[src/rtl/uart_tx_port.sv]
// Store-mapped 8N1 UART transmitter: one byte is queued per store to ADDR, and a
// baud-rate FSM serializes the queue LSB first with back-to-back framing.
module uart_tx_port #(
    parameter int          CLK_HZ = 50000000,
    parameter int          BAUD   = 115200,
    parameter int          DEPTH  = 4,
    parameter logic [7:0]  ADDR   = 8'hFE
) (
    input  logic        clk,
    input  logic        rst,
    input  logic [7:0]  Address,
    input  logic [7:0]  RegData,
    input  logic        EN,
    output logic        TxD,
    output logic        Busy,
    output logic        Full,
    output logic        Overflow,
    output logic [4:0]  Count
);

    localparam int DIV = CLK_HZ / BAUD;
    localparam int BCW = $clog2(DIV);
    localparam int PW  = $clog2(DEPTH);
    localparam logic [BCW-1:0] BC_LAST = BCW'(DIV - 1);
    localparam logic [4:0]     CNT_FULL = 5'(DEPTH);

    typedef enum logic [1:0] {
        IDLE  = 2'd0,
        START = 2'd1,
        DATA  = 2'd2,
        STOP  = 2'd3
    } state_t;

    state_t         state_q, state_d;
    logic [BCW-1:0] bc_q, bc_d;
    logic [2:0]     bi_q, bi_d;
    logic [7:0]     shift_q, shift_d;
    logic           txd_q, txd_d;
    logic           busy_q;
    logic           full_q;
    logic           overflow_q;
    logic [4:0]     count_q, count_d;
    logic [PW-1:0]  wr_ptr_q, rd_ptr_q;
    logic           wq_q;
    logic [7:0]     mem_q [DEPTH];

    logic wq_s, push_s, push_ok_s, pop_s;

    // EN is held for many clk cycles per store, so only its rising edge pushes.
    assign wq_s      = EN & (Address == ADDR);
    assign push_s    = wq_s & ~wq_q;
    assign push_ok_s = push_s & ~full_q;

    // FIFO occupancy; full is judged on the pre-pop count.
    always_comb begin
        count_d = count_q;
        case ({push_ok_s, pop_s})
            2'b10:   count_d = count_q + 5'd1;
            2'b01:   count_d = count_q - 5'd1;
            default: count_d = count_q;
        endcase
    end

    // Frame sequencer: next state, baud/bit counters, shifter and line level.
    always_comb begin
        state_d = state_q;
        bc_d    = bc_q;
        bi_d    = bi_q;
        shift_d = shift_q;
        pop_s   = 1'b0;
        case (state_q)
            IDLE: begin
                bc_d = {BCW{1'b0}};
                if (count_q != 5'd0) begin
                    pop_s   = 1'b1;
                    shift_d = mem_q[rd_ptr_q];
                    state_d = START;
                end else begin
                    state_d = IDLE;
                end
            end
            START: begin
                if (bc_q == BC_LAST) begin
                    bc_d    = {BCW{1'b0}};
                    bi_d    = 3'd0;
                    state_d = DATA;
                end else begin
                    bc_d = bc_q + BCW'(1);
                end
            end
            DATA: begin
                if (bc_q == BC_LAST) begin
                    bc_d    = {BCW{1'b0}};
                    shift_d = {1'b0, shift_q[7:1]};
                    if (bi_q == 3'd7) begin
                        state_d = STOP;
                    end else begin
                        bi_d = bi_q + 3'd1;
                    end
                end else begin
                    bc_d = bc_q + BCW'(1);
                end
            end
            STOP: begin
                if (bc_q == BC_LAST) begin
                    bc_d = {BCW{1'b0}};
                    if (count_q != 5'd0) begin
                        pop_s   = 1'b1;
                        shift_d = mem_q[rd_ptr_q];
                        state_d = START;
                    end else begin
                        state_d = IDLE;
                    end
                end else begin
                    bc_d = bc_q + BCW'(1);
                end
            end
            default: begin
                state_d = IDLE;
                bc_d    = {BCW{1'b0}};
                bi_d    = 3'd0;
            end
        endcase

        case (state_d)
            START:   txd_d = 1'b0;
            DATA:    txd_d = shift_d[0];
            default: txd_d = 1'b1;
        endcase
    end

    // State, counters, pointers and registered outputs.
    always_ff @(posedge clk) begin
        if (rst) begin
            state_q    <= IDLE;
            bc_q       <= {BCW{1'b0}};
            bi_q       <= 3'd0;
            shift_q    <= 8'h00;
            txd_q      <= 1'b1;
            busy_q     <= 1'b0;
            full_q     <= 1'b0;
            overflow_q <= 1'b0;
            count_q    <= 5'd0;
            wr_ptr_q   <= {PW{1'b0}};
            rd_ptr_q   <= {PW{1'b0}};
            wq_q       <= 1'b0;
        end else begin
            state_q    <= state_d;
            bc_q       <= bc_d;
            bi_q       <= bi_d;
            shift_q    <= shift_d;
            txd_q      <= txd_d;
            busy_q     <= (state_d != IDLE);
            full_q     <= (count_d == CNT_FULL);
            overflow_q <= overflow_q | (push_s & full_q);
            count_q    <= count_d;
            wq_q       <= wq_s;
            if (push_ok_s) begin
                wr_ptr_q <= wr_ptr_q + PW'(1);
            end
            if (pop_s) begin
                rd_ptr_q <= rd_ptr_q + PW'(1);
            end
        end
    end

    // FIFO storage needs no reset; the pointers decide what is valid.
    always_ff @(posedge clk) begin
        if (push_ok_s) begin
            mem_q[wr_ptr_q] <= RegData;
        end
    end

    assign TxD      = txd_q;
    assign Busy     = busy_q;
    assign Full     = full_q;
    assign Overflow = overflow_q;
    assign Count    = count_q;

endmodule

[config.mk]
export PLATFORM = sky130hd
export DESIGN_NAME = uart_tx_port
export DESIGN_NICKNAME = d
export VERILOG_FILES = /design/src/rtl/uart_tx_port.sv
export SDC_FILE = /design/constraint.sdc
export NUM_CORES = 1
export LEC_CHECK = 0
export BUFFER_PORTS_ARGS = -buffer_cell sky130_fd_sc_hd__buf_2
export CELL_PAD_IN_SITES_DETAIL_PLACEMENT = 1
export CELL_PAD_IN_SITES_GLOBAL_PLACEMENT = 1
export CORE_UTILIZATION = 43
export DETAILED_ROUTE_END_ITERATION = 10
export GPL_TIMING_DRIVEN = 1
export PLACE_DENSITY = 0.84
export REMOVE_ABC_BUFFERS = 1
export SYNTH_ARGS = -nofsm -noshare
export SYNTH_HDL_FRONTEND = slang
export SYNTH_SLANG_ARGS = --single-unit
[constraint.sdc]
create_clock -name clk -period 2.7 [get_ports clk]
set_input_delay 0.54 -clock clk [delete_from_list [all_inputs] [get_ports clk]]
set_output_delay 0.54 -clock clk [all_outputs]
set_load 0.01 [all_outputs]
==> out/metrics.cfg, run 1 <==
[global_route]
grt_pass1_wl_um = 11790
grt_pass1_vias = 2433
grt_overflow_total = 0
grtUsageTotal_pct = 20.52
grt_max_degree = 30
antenna_found_initial = 0

[clock_tree]
cts_tree = built
clk_pin_slew_ns = 0.08
clockRootBuffer = clkbuf_8
cts.sink_count = 70
clockBufferDepth = 2
postCtsHoldBufs = 0
htreeDepth = 3
clk_latency_ns = 0.36
cts_buffers = 9

[critical_path]
crit_top_cell = inv_2
worst-path-max-fanout = 5
end_kind = register
crit_type = reg -> reg
cp.arrival_ns = 3.11
critPathSlowestCell = dfxtp_2
cp-start-kind = register
cp_cell_sequence = inv_2 -> ha_4 -> and4_4 -> a31o_4 -> and3_4 -> xor2_1 -> ha_2 -> a21oi_2 -> inv_2 -> or3_4 -> mux2_4 -> a31oi_4 -> xnor2_2 -> and4_1
crit_required_ns = 3.00
slowest_delay_ns = 0.35

[sta]
finalCritPeriodShare_pct = 104.2
worst_slew_pin_slew_ns = 0.6668
hold_viol_final = 0
report.final.slew_viol_count = 0
relSlewSlack_pct = 55.55
tns_ns = -0.1765
finalWorstSetupSlack_ns = -0.1123
fmax_ghz = 0.3556
fin_skew_ns = 0.008778
timing.final.crit_period_ns = 2.812
rsz0062_at_grt = yes
finalSetupViolCount = 2

[synthesis]
ys_warn_count = 0
synth.distinct_cells = 50
synth_seq_cells = 70
ys_seq_area_share_pct = 53.42
netlist_area_sq_mm = 0.003223
avgSynthCellArea_sq_um = 11.43
postSynthCellCount = 282

[final_layout]
fin_nets = 372
layout-drive-gt1-share_pct = 32.07
fin_util_pct = 54.18
syn_to_final_growth_pct = 21.93
diodes = 0
layout.cells.non_filler = 442
design_area_sq_mm = 0.003930

[placed_design]
place_area_sq_mm = 0.003621
dp.cells = 422
port-buffer-count = 27
gp_congestion = 0.7949
dp_hpwl_um = 5142

[pwr]
total_power_mw = 2.912
ir_drop_v = 0.0005007
power.leakage_nw = 1.513
power_density_mw_per_mm2 = 740.9

[detailed_routing]
vias = 2357
via_per_inst = 5.333
drc = 0
antenna_left = 0
wl_um = 7592
wire_per_inst_um = 17.18
drt_iter0_drc = 99
dr.pass1.iters = 4

[run_status]
violations = negative setup slack
status = finished with violations

[flow_run]
max_cap_violations = 0

[die]
io_pins = 28
initial_core_util_pct = 44.44
core.rowCount = 31
core-area_sq_mm = 0.007253
dieArea_sq_mm = 0.007846
die_h_um = 88.58
die_width_um = 88.58

[min_path]
hold_path.class = in -> reg

[cells in the mapped netlist (all sizes together)]
cell | count | area share [%]
o21ai | 8 | 1.2
or3 | 2 | 0.39
a2bb2oi | 1 | 0.27
a31o | 1 | 0.27
nand4bb | 1 | 0.35
xor2 | 6 | 1.6
nor3 | 4 | 0.97
o32ai | 1 | 0.27
a21oi | 9 | 1.4
o22a | 1 | 0.27
a221oi | 1 | 0.27
and3 | 3 | 0.58
mux2i | 7 | 2.2
nor2 | 48 | 5.6
or3b | 1 | 0.27
dfxtp | 38 | 24
nand3 | 3 | 0.47
buf | 7 | 1.2
ha | 15 | 5.8
a31oi | 4 | 1.2
mux4 | 8 | 5.6
and2 | 6 | 1.3
nand4 | 4 | 0.97
edfxtp | 32 | 30
o21bai | 3 | 0.70
o211ai | 1 | 0.23
clkbuf | 5 | 0.58
o2111ai | 1 | 0.27
a22oi | 10 | 2.3
a22o | 1 | 0.27
nand2 | 22 | 2.6
and4 | 2 | 0.54
nor4b | 1 | 0.74
o311a | 1 | 0.35
o21ba | 1 | 0.31
xnor2 | 8 | 2.2
inv | 10 | 1.2
nor2b | 1 | 0.19
mux2 | 1 | 0.47
nor4 | 3 | 1.2
[worst max-delay path, delay by kind of cell, from the launching register on]
family | cells | cell delay (ns)
AND/OR/NAND/NOR | 4 | 0.86
flip-flops | 1 | 0.35
XOR/XNOR | 2 | 0.29
buffers and inverters | 2 | 0.11
multiplexers | 1 | 0.28
AO/OA/AOI/OAI | 3 | 0.52
adder cells (fa/ha/maj) | 2 | 0.33
[routing by layer]
layer / part of all wire [%] / global-route usage [%]
met4: 1.6 / 7.331
met3: 3.0 / 4.664
met2: 52 / 36.78
met1: 43 / 24.05
met5: 0 / 0
[worst paths after layout]
check / start / to / slack, ns / cells after the start
min reg2reg: Overflow$_SDFF_PP0_ / Overflow$_SDFF_PP0_ / 0.49 / 2
min: RegData[4] / mem_q[1][4]$_DFFE_PP_ / 0.39 / 1
max reg2reg: bc_q[1]$_SDFF_PP0_ / Full$_SDFF_PP0_ / -0.11 / 14
max: bc_q[1]$_SDFF_PP0_ / Full$_SDFF_PP0_ / -0.11 / 14
[sequential cells by signal, summed over array words and instances, names as in the netlist, named ones only]
name,count
mem_q,32
rd_ptr_q,2
shift_q,8
wq_q,1
Count,5
Overflow,1
wr_ptr_q,2
Full,1
state_q,2
TxD,1
bc_q,9
Busy,1
bi_q,3
[area by class of cell]
class | instances | area [sq um]
multi-input combinational | 190 | 1481
clock buffer | 9 | 123.9
timing repair buffer | 57 | 360.3
inverter | 10 | 37.54
fill | 779 | 3323
sequential | 70 | 1723
clock inverter | 7 | 80.08
tap | 99 | 123.9
[stage by stage]
stage / worst slack (ns) / hold WS (ns)
3_3_place_gp: -0.1203 / 0.4443
6_report: -0.1123 / 0.3935
4_1_cts: -0.07977 / 0.3858
5_1_grt: -0.1880 / 0.3799
2_1_floorplan: -0.2053 / 0.4427
3_5_place_dp: -0.2542 / 0.4753
[cells by family (layout without fill, tap and decap cells)]
logic type	after synthesis	count (layout)	synth area share, %
DFF	70	70	53.42
AOI/OAI and AO/OA	44	44	9.627
muxes	16	16	8.230
buffers and inverters	22	83	2.911
xor gates and xnor gates	14	14	3.804
adders and majority gates	15	15	5.823
and+or+nand+nor	101	101	16.19
[report_power, final]
part | total [mW] | internal, mW | switching (mW)
Combinational | 0.818 | 0.378 | 0.440
Clock | 0.881 | 0.437 | 0.444
Sequential | 1.21 | 1.17 | 0.0432
[repair_timing]
item,4_1_cts,5_1_grt
buffers inserted,2,2
endpoints found under the setup margin,3,2
pin swaps,4,2
resized for setup,8,10
[placed cells by master (no fill, tap or decap), types with 2 or more instances in the layout]
master	netlist	final
nor2_1	48	48
edfxtp_1	32	32
a21oi_2	0	2
nand4_1	3	3
a22oi_1	10	10
inv_2	1	3
and3_1	3	2
o21bai_1	3	3
mux2i_1	7	7
ha_1	15	12
nor3_1	3	3
xor2_1	6	6
inv_6	0	3
clkbuf_8	0	9
mux4_2	8	8
nand3_1	3	3
and2_2	4	4
o21ai_0	8	8
nand2_1	22	22
a31oi_1	2	2
clkinvlp_4	0	2
buf_4	0	30
xnor2_1	8	7
inv_1	9	7
dfxtp_1	38	37
ha_2	0	2
a31oi_4	0	2
buf_2	3	27
a21oi_1	9	7
Power figures use the tool's default switching activity.
==> run 2, diff against run 1 <==
--- a/config.mk
+++ b/config.mk
@@ -8,10 +8,12 @@
 export BUFFER_PORTS_ARGS = -buffer_cell sky130_fd_sc_hd__buf_2
 export CELL_PAD_IN_SITES_DETAIL_PLACEMENT = 1
 export CELL_PAD_IN_SITES_GLOBAL_PLACEMENT = 1
-export CORE_UTILIZATION = 43
+export CORE_ASPECT_RATIO = 1.4
+export CORE_MARGIN = 3
+export CORE_UTILIZATION = 51
 export DETAILED_ROUTE_END_ITERATION = 10
 export GPL_TIMING_DRIVEN = 1
-export PLACE_DENSITY = 0.84
+export PLACE_DENSITY = 0.93
 export REMOVE_ABC_BUFFERS = 1
 export SYNTH_ARGS = -nofsm -noshare
 export SYNTH_HDL_FRONTEND = slang
==> constraint.sdc (replaced) <==
create_clock -name clk -period 3.5 [get_ports clk]
set_input_delay 0.7 -clock clk [delete_from_list [all_inputs] [get_ports clk]]
set_output_delay 0.7 -clock clk [all_outputs]
set_load 0.01 [all_outputs]
==> run 2 against run 1 <==
The run now ends clean. Worst setup slack improved by 0.42 ns. Fmax fell by 12%. Global-route usage rose by 2.5 points. Sequential share of layout area rose by 3.5 points. Wire length fell by 2.6%. Combinational power fell by 38%. Via count fell by 2.5%. Hold slack improved by 0.12 ns. Clock skew fell by 0.00058 ns. Critical path depth fell by 1. Sequential cell count did not move. Highest routed layer unchanged.
==> out/metrics.cfg, run 2 (same netlist as run 1, synthesis figures left out) <==
[clock_tree]
clockRootBuffer = clkbuf_8
cts.sink_count = 70  ; unchanged
clk_pin_slew_ns = 0.08  ; about the same
clockBufferDepth = 2  ; unchanged
cts_post_setup_buffers_inserted = 0  ; -2
htreeDepth = 3  ; unchanged
clk_latency_ns = 0.35  ; about the same
postCtsResizedCells = 0  ; -8
cts_tree = built
cts_buffers = 9  ; unchanged
postCtsHoldBufs = 0  ; unchanged

[critical_path]
reg2reg_from = state_q[0]$_SDFF_PP0_
crit_required_ns = 3.80  ; +0.80 ns
worst-path-buf-inv = 2  ; unchanged
setup.worst_path.start = state_q[0]$_SDFF_PP0_
cp_cell_sequence = inv_1 -> ha_1 -> a21oi_1 -> and3_1 -> xor2_1 -> ha_1 -> a21oi_1 -> inv_1 -> or3_1 -> mux2_4 -> a31oi_2 -> xnor2_1 -> and4_1
crit_type = reg -> reg
critPathSlowestCell = dfxtp_1
endpoint = Full$_SDFF_PP0_
r2r_cells = 13  ; -1
rrSetupSlack_ns = 0.31  ; +0.42 ns
cp.arrival_ns = 3.49  ; +0.38 ns
path_depth = 13  ; -1
reg2reg_to = Full$_SDFF_PP0_
slowest_delay_ns = 0.46  ; +0.11 ns
worst-path-max-fanout = 6  ; +1
cp-start-kind = register
crit_family = simple AND/OR/NAND/NOR gates
end_kind = register

[sta]
worst_slew_pin_slew_ns = 0.7180  ; +0.05119 ns
relSlewSlack_pct = 52.14  ; -3.4 points
fmax_ghz = 0.3135  ; -12%
rsz0062_at_grt = no
timing.final.crit_period_ns = 3.190  ; +0.3776 ns
hold_viol_final = 0  ; unchanged
finalCritPeriodShare_pct = 91.14  ; -13 points
finalWorstSetupSlack_ns = 0.3101  ; +0.4224 ns
report.final.slew_viol_count = 0  ; unchanged
finalSetupViolCount = 0  ; -2
fin_skew_ns = 0.008194  ; -0.0005831 ns
fin_hold_ws_ns = 0.5095  ; +0.1161 ns
tns_ns = 0  ; +0.1765 ns

[die]
dieArea_sq_mm = 0.007323  ; -6.7%
initial_core_util_pct = 53.83  ; +9.4 points
core-area_sq_mm = 0.005987  ; -17%
io_pins = 28  ; unchanged
core.rowCount = 33  ; +6.5%
die_h_um = 100.1  ; +13%
die_width_um = 73.19  ; -17%

[placed_design]
port-buffer-count = 27  ; unchanged
gp_congestion = 0.7975  ; +0.33%
dp_hpwl_um = 5232  ; +1.7%
pre_cts_ws_ns = 0.1495  ; +0.4038 ns

[final_layout]
syn_to_final_growth_pct = 12.89
regArea_sq_mm = 0.001722  ; about the same
largest-register = mem_q
fin_util_pct = 60.77  ; +6.6 points
nFillCells = 620  ; -20%
fin_nets = 345  ; -7.3%
mostFrequentLayoutCell = nor2_1
diodes = 0  ; unchanged
final_cell_mix = nor2_1, dfxtp_1, edfxtp_1
largest_registers = mem_q (32), bc_q (9), shift_q (8)
largest_reg_flops = 32  ; unchanged
multiInputGateArea_sq_mm = 0.001408  ; -5.0%
layout-drive-gt1-share_pct = 22.15  ; -9.9 points

[global_route]
grt_pass1_vias = 2493  ; +2.5%
grtUsageTotal_pct = 23.06  ; +2.5 points
grt_pass1_wl_um = 12510  ; +6.1%
antenna_found_initial = 0  ; unchanged
grt_max_degree = 30  ; unchanged
grt_overflow_total = 0  ; unchanged

[min_path]
hold_path.class = reg -> reg

[detailed_routing]
drt_iter0_drc = 116  ; +17%
dr.pass1.iters = 4  ; unchanged
via_per_inst = 5.951  ; +12%
drc = 0  ; unchanged
antenna_left = 0  ; unchanged
wl_um = 7391  ; -2.6%
vias = 2297  ; -2.5%
wire_per_inst_um = 19.15  ; +11%

[pwr]
total_power_mw = 2.210  ; -24%
ir_drop_v = 0.0004251  ; -15%
power.leakage_nw = 1.390  ; -8.1%
power_density_mw_per_mm2 = 607.4  ; -18%

[run_status]
status = finished, final reports clean

[flow_run]
max_cap_violations = 0  ; unchanged

## run 2: layer usage
| layer | up-vias | global-route usage, % | part of all wire, % |
|---|---|---|---|
| li1 | 1080 | - | - |
| met1 | 1149 | 25.97 | 38 |
| met2 | 53 | 41.28 | 56 |
| met3 | 15 | 5.311 | 3.7 |
| met4 | 0 | 8.807 | 2.4 |
| met5 | - | 0 | 0 |
## run 2: how the worst min path moves through the flow
stage / from / slack (ns) / end / cells after the start
floorplan: shift_q[0]$_SDFF_PP0_ / 0.44 / shift_q[0]$_SDFF_PP0_ / 2
global placement: Overflow$_SDFF_PP0_ / 0.46 / Overflow$_SDFF_PP0_ / 2
detailed placement: bc_q[0]$_SDFF_PP0_ / 0.48 / bc_q[0]$_SDFF_PP0_ / 1
CTS: bc_q[0]$_SDFF_PP0_ / 0.52 / bc_q[0]$_SDFF_PP0_ / 1
global route: RegData[2] / 0.55 / mem_q[3][2]$_DFFE_PP_ / 1
finish: bc_q[0]$_SDFF_PP0_ / 0.51 / bc_q[0]$_SDFF_PP0_ / 1
## run 2: worst register-to-register path, cell delays in order (launching register included)
cell and delay (ns):
dfxtp_1 0.46, inv_1 0.10, ha_1 0.35, a21oi_1 0.25, and3_1 0.34, xor2_1 0.12, ha_1 0.22, a21oi_1 0.13
inv_1 0.09, or3_1 0.32, mux2_4 0.27, a31oi_2 0.15, xnor2_1 0.16, and4_1 0.19
## run 2: report_power, final
part	total, mW	internal [mW]	switching (mW)
combinational	0.505	0.225	0.281
sequential	0.962	0.902	0.0596
clock	0.743	0.411	0.332
## run 2: area by class of cell
cell class	count	share of cell area, %
inverters	10	1.032
well taps	70	2.407
clock buffers	9	3.404
repair buffers	30	4.333
flip-flops and latches	70	47.32
clock inverters	7	2.820
multi-input cells	190	38.69
## run 2: stage by stage
step                instances  area, sq um
finish                    386         3638
global route              386         3638
CTS                       386         3638
detailed placement        370         3412
global placement          370         3412
floorplan                 270         3167
